==> src/rtl/pipe_pkg.sv <==
// Shared defaults for the pipeline stage register slice.
package pipe_pkg;
    localparam int DATA_W_DEF = 32;
    localparam int CTRL_W_DEF = 8;
    localparam int CNT_W_DEF  = 16;
    localparam int MAX_DEPTH  = 4;
endpackage

==> src/rtl/pipe_stage_cell.sv <==
// One pipeline slot: valid/ctrl/data with stall hold, flush and bubble zeroing.
module pipe_stage_cell
    import pipe_pkg::*;
#(
    parameter int DATA_W = DATA_W_DEF,
    parameter int CTRL_W = CTRL_W_DEF
) (
    input  logic              clk,
    input  logic              rst,
    input  logic              stall_i,
    input  logic              flush_i,
    input  logic              valid_i,
    input  logic [CTRL_W-1:0] ctrl_i,
    input  logic [DATA_W-1:0] data_i,
    output logic              valid_o,
    output logic [CTRL_W-1:0] ctrl_o,
    output logic [DATA_W-1:0] data_o
);

    logic              valid_q, valid_d;
    logic [CTRL_W-1:0] ctrl_q, ctrl_d;
    logic [DATA_W-1:0] data_q, data_d;

    always_comb begin
        valid_d = valid_q;
        ctrl_d  = ctrl_q;
        data_d  = data_q;
        if (flush_i) begin
            // Data is left alone; only the bits that can cause side effects clear.
            valid_d = 1'b0;
            ctrl_d  = '0;
        end else if (!stall_i) begin
            valid_d = valid_i;
            ctrl_d  = valid_i ? ctrl_i : '0;
            data_d  = data_i;
        end
    end

    always_ff @(posedge clk or posedge rst) begin
        if (rst) begin
            valid_q <= 1'b0;
            ctrl_q  <= '0;
            data_q  <= '0;
        end else begin
            valid_q <= valid_d;
            ctrl_q  <= ctrl_d;
            data_q  <= data_d;
        end
    end

    assign valid_o = valid_q;
    assign ctrl_o  = ctrl_q;
    assign data_o  = data_q;

endmodule

==> src/rtl/pipe_stage_reg.sv <==
// DEPTH-deep pipeline register chain with stall/flush and saturating event counters.
module pipe_stage_reg
    import pipe_pkg::*;
#(
    parameter int DATA_W = DATA_W_DEF,
    parameter int CTRL_W = CTRL_W_DEF,
    parameter int DEPTH  = 1,
    parameter int CNT_W  = CNT_W_DEF
) (
    input  logic              clk,
    input  logic              rst,
    input  logic              stall_i,
    input  logic              flush_i,
    input  logic              cnt_clr_i,
    input  logic              valid_in,
    input  logic [CTRL_W-1:0] ctrl_in,
    input  logic [DATA_W-1:0] data_in,
    output logic              valid_out,
    output logic [CTRL_W-1:0] ctrl_out,
    output logic [DATA_W-1:0] data_out,
    output logic [CNT_W-1:0]  stall_cnt,
    output logic [CNT_W-1:0]  flush_cnt
);

    if (DEPTH < 1 || DEPTH > MAX_DEPTH) begin : g_bad_depth
        $fatal(1, "pipe_stage_reg: DEPTH %0d outside 1..%0d", DEPTH, MAX_DEPTH);
    end

    // Index 0 is the upstream input; index k+1 is the output of cell k.
    logic [DEPTH:0]    vld;
    logic [CTRL_W-1:0] ctl [DEPTH+1];
    logic [DATA_W-1:0] dat [DEPTH+1];

    assign vld[0] = valid_in;
    assign ctl[0] = ctrl_in;
    assign dat[0] = data_in;

    for (genvar k = 0; k < DEPTH; k++) begin : g_stage
        pipe_stage_cell #(
            .DATA_W (DATA_W),
            .CTRL_W (CTRL_W)
        ) u_cell (
            .clk     (clk),
            .rst     (rst),
            .stall_i (stall_i),
            .flush_i (flush_i),
            .valid_i (vld[k]),
            .ctrl_i  (ctl[k]),
            .data_i  (dat[k]),
            .valid_o (vld[k+1]),
            .ctrl_o  (ctl[k+1]),
            .data_o  (dat[k+1])
        );
    end

    assign valid_out = vld[DEPTH];
    assign ctrl_out  = ctl[DEPTH];
    assign data_out  = dat[DEPTH];

    logic [CNT_W-1:0] stall_cnt_q, stall_cnt_d;
    logic [CNT_W-1:0] flush_cnt_q, flush_cnt_d;

    always_comb begin
        stall_cnt_d = stall_cnt_q;
        flush_cnt_d = flush_cnt_q;
        if (cnt_clr_i) begin
            stall_cnt_d = '0;
            flush_cnt_d = '0;
        end else begin
            if (stall_i && !flush_i && stall_cnt_q != '1) begin
                stall_cnt_d = stall_cnt_q + CNT_W'(1);
            end
            if (flush_i && flush_cnt_q != '1) begin
                flush_cnt_d = flush_cnt_q + CNT_W'(1);
            end
        end
    end

    always_ff @(posedge clk or posedge rst) begin
        if (rst) begin
            stall_cnt_q <= '0;
            flush_cnt_q <= '0;
        end else begin
            stall_cnt_q <= stall_cnt_d;
            flush_cnt_q <= flush_cnt_d;
        end
    end

    assign stall_cnt = stall_cnt_q;
    assign flush_cnt = flush_cnt_q;

endmodule

==> config.mk <==
export PLATFORM = sky130hd
export DESIGN_NAME = pipe_stage_reg
export DESIGN_NICKNAME = d
export VERILOG_FILES = /design/src/rtl/pipe_pkg.sv /design/src/rtl/pipe_stage_cell.sv /design/src/rtl/pipe_stage_reg.sv
export SDC_FILE = /design/constraint.sdc
export NUM_CORES = 1
export LEC_CHECK = 0
export CAP_MARGIN = 30
export CORE_ASPECT_RATIO = 1.1
export CORE_MARGIN = 3
export CORE_UTILIZATION = 47
export CTS_BUF_LIST = sky130_fd_sc_hd__clkbuf_8
export DETAILED_ROUTE_END_ITERATION = 6
export PLACE_DENSITY = 0.86
export SLEW_MARGIN = 5
export SYNTH_ARGS = -nofsm -noshare
export SYNTH_HDL_FRONTEND = slang
export SYNTH_SLANG_ARGS = --single-unit
==> constraint.sdc <==
create_clock -name clk -period 2.3 [get_ports clk]
set_input_delay 0.23 -clock clk [delete_from_list [all_inputs] [get_ports clk]]
set_output_delay 0.23 -clock clk [all_outputs]
set_load 0.1 [all_outputs]
After elaboration in Yosys (flattened, before gate mapping)
Index checks and enable logic that the tools add are counted.

word-level totals
  register bits after elaboration = 73
  logic and storage cells = 28

operators by class
  eq/ne operators = 3
  add/subtract/negate cells = 2
  reductions and logical operators = 7
  bitwise gates (word level) = 2
  muxes and demuxes = 9

operators by type and width
  kind                   count
  $mux 16                4
  $add 16x1->16 const B  2
  $ne 16x16->1 const B   2
  $mux 8                 3
  $reduce_bool 2->1      2
  $logic_and 1x1->1      3
  $mux 1                 2
  $ne 2x1->1 const B     1
  $not 1->1              2
  $reduce_and 2->1       1
  $logic_not 1->1        1

Depth between registers and ports, before layout
Gate-level depths: netlist of run 1.

  depth in word-level cells = 5
  depth in mapped cells = 6

Modules after synthesis
A second synthesis of run 1 with hierarchy kept.

unflattened totals
  cell total of the unflattened synthesis = 295
  area, all modules = 3482.1 um2

by module, submodules not included
  module           times used  seq. area each (um2)  cells each  area each (um2)
  pipe_stage_reg   1           800.8                 200         1809.2
  pipe_stage_cell  1           1026.0                95          1672.9

Worst setup path after synthesis of run 1
Ideal clock, no wire load.

  path kind = register to register
  start point = register stall_cnt_q[1], in the netlist stall_cnt[1]
  end point = register stall_cnt_q[12], in the netlist stall_cnt[12]
  cell stages (with the launch flop) = 6
  period minus slack after synthesis = 2.470 ns
  setup slack = -0.170 ns
  arrival = 2.345 ns
  path buffers = 0
  path through = dfrtp_1 > ha_1 > nand3b_1 > or3_4 > nor4_1 > mux2_2

between the ends
  longest elaborated chain between the ends = 3
  elaborated cells on any way between the ends = 6
  those cells by class = add/sub (1); eq/ne (1); mux (2); reduce/logical (2)

RTL lines
  what                                                  line                                        RTL
  start: declaration                                    pipe_stage_reg.sv:60                        logic [CNT_W-1:0] stall_cnt_q, stall_cnt_d;
  start signal: assignment                              pipe_stage_reg.sv:84                        stall_cnt_q <= stall_cnt_d;
  $add 16x1->16 / $ne 16x16->1 (equally long branches)  pipe_stage_reg.sv:71, pipe_stage_reg.sv:70
  $mux 16 / $logic_and 1x1->1 (equally long branches)   pipe_stage_reg.sv:70                        if (stall_i && !flush_i && stall_cnt_q != '1) begin
  $mux 16 / $reduce_bool 2->1 (equally long branches)   n/a

Parallel ways exist; a longest one is shown, timed or not. The select of a mux whose other input is x is not followed.
A chain may end at the register's enable or synchronous reset.

Worst setup path after layout of run 1
  start point = register stall_cnt_q[0], in the netlist stall_cnt[0]
  end point = register stall_cnt_q[14], in the netlist stall_cnt[14]

Same word-level chain as after synthesis.

==> run summary, run 1 <==
Setup path
• Worst setup EP type: flop
• maximum fanout along the worst path: 7
• depth of the most critical reg-to-reg path: 5
• capture point of the worst reg-to-reg path: stall_cnt[14]$_DFFE_PP0P_
• sort of element at the start of the critical path: flop
• data required time at the worst endpoint: 2530 ps
• CP Data Arrival Time: 2220 ps
• critical register-to-register path startpoint: stall_cnt[0]$_DFFE_PP0P_
• reg-to-reg setup timing slack: 310 ps
• type of the setup path with the least slack: flop to flop

Logic synthesis
• dominant synthesized flop cell: sky130_fd_sc_hd__dfrtp_1
• Seq/Total Area, Yosys: 0.533
• number of register bits inferred by synthesis: 73
• biggest area contributors in the synthesized netlist: sky130_fd_sc_hd__dfrtp_1 (53%), sky130_fd_sc_hd__mux2_2 (12%), sky130_fd_sc_hd__a21oi_1 (4.1%)
• Yosys warning total: 0
• number of enable flip-flop cells after synthesis: 0
• Avg Cell Area, Syn: 11.1 µm²
• area fraction in and, or, nand and nor cells after synthesis: 0.210
• multiplexer area fraction after synthesis: 0.131
• synthesized netlist net count: 357
• cell count after synthesis: 309
• cell type contributing the most total cell area after synthesis: sky130_fd_sc_hd__dfrtp_1
• arithmetic-cell share of the synthesized area counting full adders, half adders and majority gates: 0.00730
• main combinational cell family by area after synthesis: simple AND/OR/NAND/NOR gates
• combined area of all synthesized cells: 3430 µm²
• post-synthesis xor/xnor area fraction: 0
• number of distinct library cells after synthesis: 40
• fraction of the mapped netlist area in compound gates: 0.0920
• FFs w/ async S/R, synth: 1.00
• fraction of synthesized cell area taken by the top area cell type: 0.533

Final layout
• final non-filler cell area: 4810 µm²
• number of diodes added for antenna fixing: 0
• final core utilization: 0.683
• number of nets in the finished design: 482
• layout cells sized above 1: 0.351
• Area growth, synth to finish: 40.3%

Clocking
• clock net sink count: 73
• Resized Gates After CTS: 0
• H-tree Lvls: 3
• CTS tree: yes
• hold-fix buffer count after cts: 0
• number of buffers added by the clock tree synthesis step: 9
• number of setup buffers added after CTS: 0
• latest clock arrival within the worst-skew pair: 340 ps
• master cell of the clock root buffer: sky130_fd_sc_hd__clkbuf_8
• clk slew on worst S/H paths: 90 ps
• Bufs on Longest Clock Path: 2

GRT
• overall routing resource usage: 0.194
• number of global-route vias before repair: 2,807
• initial antenna violation count: 0
• largest net degree at the start of global routing: 41
• wire length of the first global-routing pass: 12,800 µm
• remaining global-route overflow: 0

Worst hold path
• kind of path behind the tightest hold check: input port to asynchronous set/reset pin

Pwr
• VDD IR-drop max: 705 µV
• power dissipated by switching net loads: 1.44 mW
• reported leakage power: 2.12 nW
• total power after layout: 3.72 mW
• sequential share of power: 0.385
• total power per unit cell area: 774 nW/µm²
• Clock Power Share: 0.305
• Switching Fraction: 0.386
• Internal Pwr Total: 2.29 mW
• fraction of power consumed by combinational cells: 0.310

Timing
• unrepaired setup endpoints after global routing: false
• worst-margin pin slew: 541 ps
• sum of negative setup slack: 0 ps
• Final Slew Violations: 0
• setup-violating endpoint count in the final report: 0
• part of the cycle the worst path needs: 0.863
• final count of hold timing violations: 0
• final worst clock skew: 6.02 ps
• normalized max-slew margin: 0.637
• Max Clock Freq: 0.504 GHz
• post-layout minimum cycle time: 1990 ps
• final worst hold slack: 141 ps

Route
• First-pass DRT Iterations: 4
• via/cell ratio: 5.52
• vias: 2,893
• DRC violations left: 0
• drt wl/cell: 15.1 µm
• count of nets left with antenna violations after detail routing: 0
• total wirelength of the detailed-routed design: 7920 µm
• DR iter-0 viols: 152

Outcome
• run status: finished clean

Die
• number of placement rows: 32
• chip width: 87.4 µm
• die span in y: 95.6 µm
• count of pins on the block boundary: 119
• effective utilization at floorplan: 0.487
• placeable core area: 7050 µm²
• die area: 8360 µm²

Placed design
• Detail Placement HPWL: 5840 µm
• placed cell areas: 4590 µm²
• routability cong.: 0.816
• number of I/O port buffers: 118

Run
• Max-cap violations: 0

-- synth_stat cells (4+ instances only) --
cell type and number:
sky130_fd_sc_hd__a21oi_1 28, sky130_fd_sc_hd__nor3_1 5, sky130_fd_sc_hd__nand3_1 6, sky130_fd_sc_hd__or3_1 9, sky130_fd_sc_hd__o31ai_1 11, sky130_fd_sc_hd__nand2_1 19, sky130_fd_sc_hd__nor4_1 4, sky130_fd_sc_hd__nand2b_1 4
sky130_fd_sc_hd__dfrtp_1 73, sky130_fd_sc_hd__buf_2 5, sky130_fd_sc_hd__clkbuf_1 5, sky130_fd_sc_hd__nor2_1 26, sky130_fd_sc_hd__inv_1 8, sky130_fd_sc_hd__nand4_1 7, sky130_fd_sc_hd__o21ai_0 8, sky130_fd_sc_hd__or4_1 10
sky130_fd_sc_hd__nor2b_1 8, sky130_fd_sc_hd__mux2_2 38
-- worst max-delay path by stage --
stage | from | endpoint | slack [ps] | cells after the start
final | stall_cnt[0]$_DFFE_PP0P_ | stall_cnt[14]$_DFFE_PP0P_ | 310 | 5
after global routing | stall_cnt[0]$_DFFE_PP0P_ | stall_cnt[14]$_DFFE_PP0P_ | 170 | 5
after CTS | stall_cnt[0]$_DFFE_PP0P_ | stall_cnt[14]$_DFFE_PP0P_ | 330 | 5
after detailed placement | flush_i | stall_cnt[14]$_DFFE_PP0P_ | 190 | 5
after global placement | flush_i | stall_cnt[12]$_DFFE_PP0P_ | 260 | 5
after floorplan | flush_cnt[11]$_DFFE_PP0P_ | flush_cnt[3]$_DFFE_PP0P_ | 10 | 4
-- power groups by stage --
| stage | Combinational, mW | Clock, mW | Sequential, mW |
|---|---|---|---|
| 2_1_floorplan | 0.159 | 0 | 2.15 |
| 3_3_place_gp | 1.15 | 0 | 1.45 |
| 6_report | 1.15 | 1.14 | 1.43 |
| 3_5_place_dp | 1.16 | 0 | 1.46 |
| 4_1_cts | 1.16 | 1.17 | 1.43 |
| 5_1_grt | 1.19 | 1.22 | 1.45 |
-- sequential cells by signal, summed over array words and instances, names as in the netlist --
register,cells
g_stage.u_cell.data_o,32
stall_cnt,16
g_stage.u_cell.valid_o,1
g_stage.u_cell.ctrl_o,8
flush_cnt,16
-- worst max-delay path, cell delays in order (launching register included) --
cell and delay [ps]:
sky130_fd_sc_hd__dfrtp_2 390, sky130_fd_sc_hd__ha_1 220, sky130_fd_sc_hd__nand3b_1 210, sky130_fd_sc_hd__or3_4 410, sky130_fd_sc_hd__nor4_1 270, sky130_fd_sc_hd__mux2_2 380
-- cells in the final DEF, fill, tap and decap left out, types with 3 or more instances in the layout --
master and instances:
sky130_fd_sc_hd__buf_4 79, sky130_fd_sc_hd__o31ai_1 11, sky130_fd_sc_hd__mux2_2 38, sky130_fd_sc_hd__and3_1 3, sky130_fd_sc_hd__a21oi_1 28, sky130_fd_sc_hd__clkdlybuf4s50_1 45
sky130_fd_sc_hd__or3_1 9, sky130_fd_sc_hd__nor2b_1 8, sky130_fd_sc_hd__nand2b_1 4, sky130_fd_sc_hd__nor2_1 25, sky130_fd_sc_hd__inv_6 3, sky130_fd_sc_hd__dfrtp_2 6
sky130_fd_sc_hd__clkbuf_8 9, sky130_fd_sc_hd__dfrtp_1 67, sky130_fd_sc_hd__o21ai_0 8, sky130_fd_sc_hd__or4_1 10, sky130_fd_sc_hd__nand3_1 6, sky130_fd_sc_hd__buf_12 3
sky130_fd_sc_hd__nor3_1 5, sky130_fd_sc_hd__nand4_1 7, sky130_fd_sc_hd__nor4_1 4, sky130_fd_sc_hd__inv_1 7, sky130_fd_sc_hd__nand2_1 19
-- kinds of logic (layout without fill, tap and decap cells) --
group	count (synthesis)	count (layout)
flops	73	73
buf+inv	21	151
fa+ha+maj	2	2
compound gates	54	54
mux	40	40
simple gates	119	119
-- final cells by class --
type                       instances  area [µm²]
fill                             541        2240
sequential                        73        1830
multi-input combinational        215        1510
timing repair buffer             127        1100
clock buffer                       9         124
tap                               85         106
clock inverter                     7         101
inverter                           8        30.0
-- per-stage QoR --
stage	instances	setup slack, ps
floorplan	309	14.8
global placement	508	261
detailed placement	508	192
CTS	524	326
global route	524	168
finish	524	314
-- metal layers --
metal | GRT usage | vias to the layer above | routed length, µm
li1 | - | 1389 | -
met1 | 0.238 | 1405 | 3250
met2 | 0.322 | 92 | 4000
met3 | 0.0545 | 7 | 598
met4 | 0.0729 | 0 | 72
met5 | 0 | - | 0
(Power assumes the default switching activity.)
==> run 2, diff against run 1 <==
SLEW_MARGIN = 20   (was 5)
==> results of run 2 <==
No change in the layout: final DEF, timing and power equal those of run 1.
==> run 3, diff against run 2 <==
CAP_MARGIN = default   (was 30)
SKIP_LAST_GASP = 1   (was default)
clock period = 2.2 ns   (was 2.3 ns; I/O delays follow)
==> run summary, run 3 (synthesis results as in run 1) <==
Route
• drt wl/cell: 15.8 µm, was 15.1 µm
• met2 wire length: 3960 µm, was 4000 µm
• via/cell ratio: 5.47, was 5.52
• topmost layer with routed signal wires: met4, unchanged
• DRC violations left: 0, unchanged
• total wirelength of the detailed-routed design: 8300 µm, was 7920 µm
• met3 wirelength from detailed routing: 928 µm, was 598 µm
• DR iter-0 viols: 139, was 152
• count of nets left with antenna violations after detail routing: 0, unchanged
• vias: 2,874, was 2,893
• First-pass DRT Iterations: 4, unchanged
• routed length on met1: 3360 µm, was 3250 µm

Setup path
• data required time at the worst endpoint: 2430 ps, was 2530 ps
• family with the most delay on the worst path: simple AND/OR/NAND/NOR gates, unchanged
• type of the setup path with the least slack: flop to flop, unchanged
• sort of element at the start of the critical path: flop, unchanged
• Critical Path Slowest Stage Cell: sky130_fd_sc_hd__nor4_4, was sky130_fd_sc_hd__or3_4
• ordered cell list for the critical path: ha_1 > nand3_1 > nor4_4 > nand3b_1 > mux2_2, was ha_1 > nand3b_1 > or3_4 > nor4_1 > mux2_2
• CP Data Arrival Time: 2180 ps, was 2220 ps
• worst path buffer plus inverter count: 0, unchanged
• Worst setup EP type: flop, unchanged
• maximum fanout along the worst path: 11, was 7
• slowest cell delay on critical path: 440 ps, was 410 ps

Pwr
• Clock Power Share: 0.251, was 0.305
• power dissipated by switching net loads: 1.47 mW, was 1.44 mW
• sequential share of power: 0.415, was 0.385
• Internal Pwr Total: 2.14 mW, was 2.29 mW
• Switching Fraction: 0.407, was 0.386
• VDD IR-drop max: 643 µV, was 705 µV
• reported leakage power: 2.08 nW, was 2.12 nW
• total power after layout: 3.61 mW, was 3.72 mW
• total power per unit cell area: 758 nW/µm², was 774 nW/µm²
• fraction of power consumed by combinational cells: 0.333, was 0.310

Placed design
• worst setup slack before clock tree synthesis: 249 ps, was 192 ps
• number of I/O port buffers: 118, unchanged
• routability cong.: 0.822, was 0.816
• Detail Placement HPWL: 5910 µm, was 5840 µm

Clocking
• H-tree Lvls: 3, unchanged
• clk slew on worst S/H paths: 80 ps, was 90 ps
• Resized Gates After CTS: 0, unchanged
• number of buffers added by the clock tree synthesis step: 9, unchanged
• CTS tree: yes, unchanged
• Bufs on Longest Clock Path: 2, unchanged
• number of setup buffers added after CTS: 0, unchanged
• hold-fix buffer count after cts: 0, unchanged
• latest clock arrival within the worst-skew pair: 340 ps, about the same
• clock net sink count: 73, unchanged
• master cell of the clock root buffer: sky130_fd_sc_hd__clkbuf_8, unchanged

GRT
• remaining global-route overflow: 0, unchanged
• overall routing resource usage: 0.207, was 0.194
• number of global-route vias before repair: 2,913, was 2,807
• wire length of the first global-routing pass: 13,600 µm, was 12,800 µm
• initial antenna violation count: 0, unchanged
• largest net degree at the start of global routing: 74, was 41

Timing
• normalized max-slew margin: 0.591, was 0.637
• post-layout minimum cycle time: 1950 ps, was 1990 ps
• setup-violating endpoint count in the final report: 0, unchanged
• Max Clock Freq: 0.513 GHz, was 0.504 GHz
• sum of negative setup slack: 0 ps, unchanged
• worst-margin pin slew: 609 ps, was 541 ps
• Final Slew Violations: 0, unchanged
• final worst clock skew: 14.6 ps, was 6.02 ps
• final worst-path setup slack: 250 ps, was 314 ps
• final count of hold timing violations: 0, unchanged
• unrepaired setup endpoints after global routing: false, unchanged
• part of the cycle the worst path needs: 0.886, was 0.863

Run
• Max-cap violations: 0, unchanged

Die
• number of placement rows: 32, unchanged
• placeable core area: 7050 µm², unchanged
• chip width: 87.4 µm, unchanged
• effective utilization at floorplan: 0.487, unchanged
• die span in y: 95.6 µm, unchanged
• count of pins on the block boundary: 119, unchanged
• die area: 8360 µm², unchanged

Final layout
• area taken by flip-flops and latches: 1850 µm², was 1830 µm²
• fillcell total: 533, was 541
• Area growth, synth to finish: 38.9%, was 40.3%
• commonest cells after routing, fill and taps aside: sky130_fd_sc_hd__buf_4 (81), sky130_fd_sc_hd__dfrtp_1 (57), sky130_fd_sc_hd__clkdlybuf4s50_1 (45), sky130_fd_sc_hd__mux2_2 (38), sky130_fd_sc_hd__a21oi_1 (28), was sky130_fd_sc_hd__buf_4 (79), sky130_fd_sc_hd__dfrtp_1 (67), sky130_fd_sc_hd__clkdlybuf4s50_1 (45), sky130_fd_sc_hd__mux2_2 (38), sky130_fd_sc_hd__a21oi_1 (28)
• number of nets in the finished design: 483, was 482
• most common cell after layout, fill and taps aside: sky130_fd_sc_hd__buf_4, unchanged
• number of diodes added for antenna fixing: 0, unchanged
• number of flip-flops in the largest register: 32, unchanged
• layout cells sized above 1: 0.370, was 0.351
• area of combinational cells with multiple inputs: 1510 µm², unchanged

Outcome
• run status: finished clean, unchanged

Worst hold path
• kind of path behind the tightest hold check: input port to asynchronous set/reset pin, unchanged

[run 3: changes by cell type in the layout (fill, tap and decap cells not counted), sizes merged]
cell / change
bufinv: -2
clkinv: +4
inv: -2
buf: +1
[run 3: worst register-to-register path: cells and delay by family (launching register included)]
family	cells	cell delay (ps)
adder cells (fa/ha/maj)	1	310
flip-flops	1	400
multiplexers	1	330
AND/OR/NAND/NOR	3	800
[run 3: final cells by class]
class / count / area share
flip-flops and latches: 73 / 0.388
multi-input cells: 215 / 0.317
repair buffers: 128 / 0.231
clock buffers: 9 / 0.0260
well taps: 85 / 0.0223
clock inverters: 7 / 0.00893
inverters: 8 / 0.00709
[run 3: final timing paths]
check,end,slack (ps),start,cells after the start
worst max-delay path,flush_cnt[3]$_DFFE_PP0P_,250,flush_cnt[0]$_DFFE_PP0P_,5
worst min-delay path,g_stage[0].u_cell.data_o[6]$_DFFE_PP0P_,320,rst,3
worst max register to register,flush_cnt[3]$_DFFE_PP0P_,250,flush_cnt[0]$_DFFE_PP0P_,5
worst min register to register,g_stage[0].u_cell.data_o[6]$_DFFE_PP0P_,510,g_stage[0].u_cell.data_o[6]$_DFFE_PP0P_,1
max in group asynchronous,flush_cnt[9]$_DFFE_PP0P_,1520,rst,3
min in group clk,g_stage[0].u_cell.data_o[22]$_DFFE_PP0P_,490,data_in[22],2
[run 3: stage by stage]
stage	hold slack, ps	cells	utilization	area, µm²
global route	360	525	0.676	4760
global placement	492	509	0.652	4600
finish	318	525	0.676	4760
CTS	349	525	0.676	4760
detailed placement	496	509	0.652	4600
floorplan	372	309	-	3450
[run 3: per-layer routing]
layer,global-route usage,up-vias
met1,0.251,1386
met2,0.327,104
met4,0.0537,0
li1,-,1380
met5,0,-
met3,0.105,4
[run 3: power by group through the flow]
stage	Combinational, mW	Clock [mW]	Sequential [mW]
3_5_place_dp	1.21	0	1.52
5_1_grt	1.25	0.987	1.51
6_report	1.20	0.907	1.50
4_1_cts	1.21	0.933	1.50
3_3_place_gp	1.20	0	1.52
2_1_floorplan	0.166	0	2.25
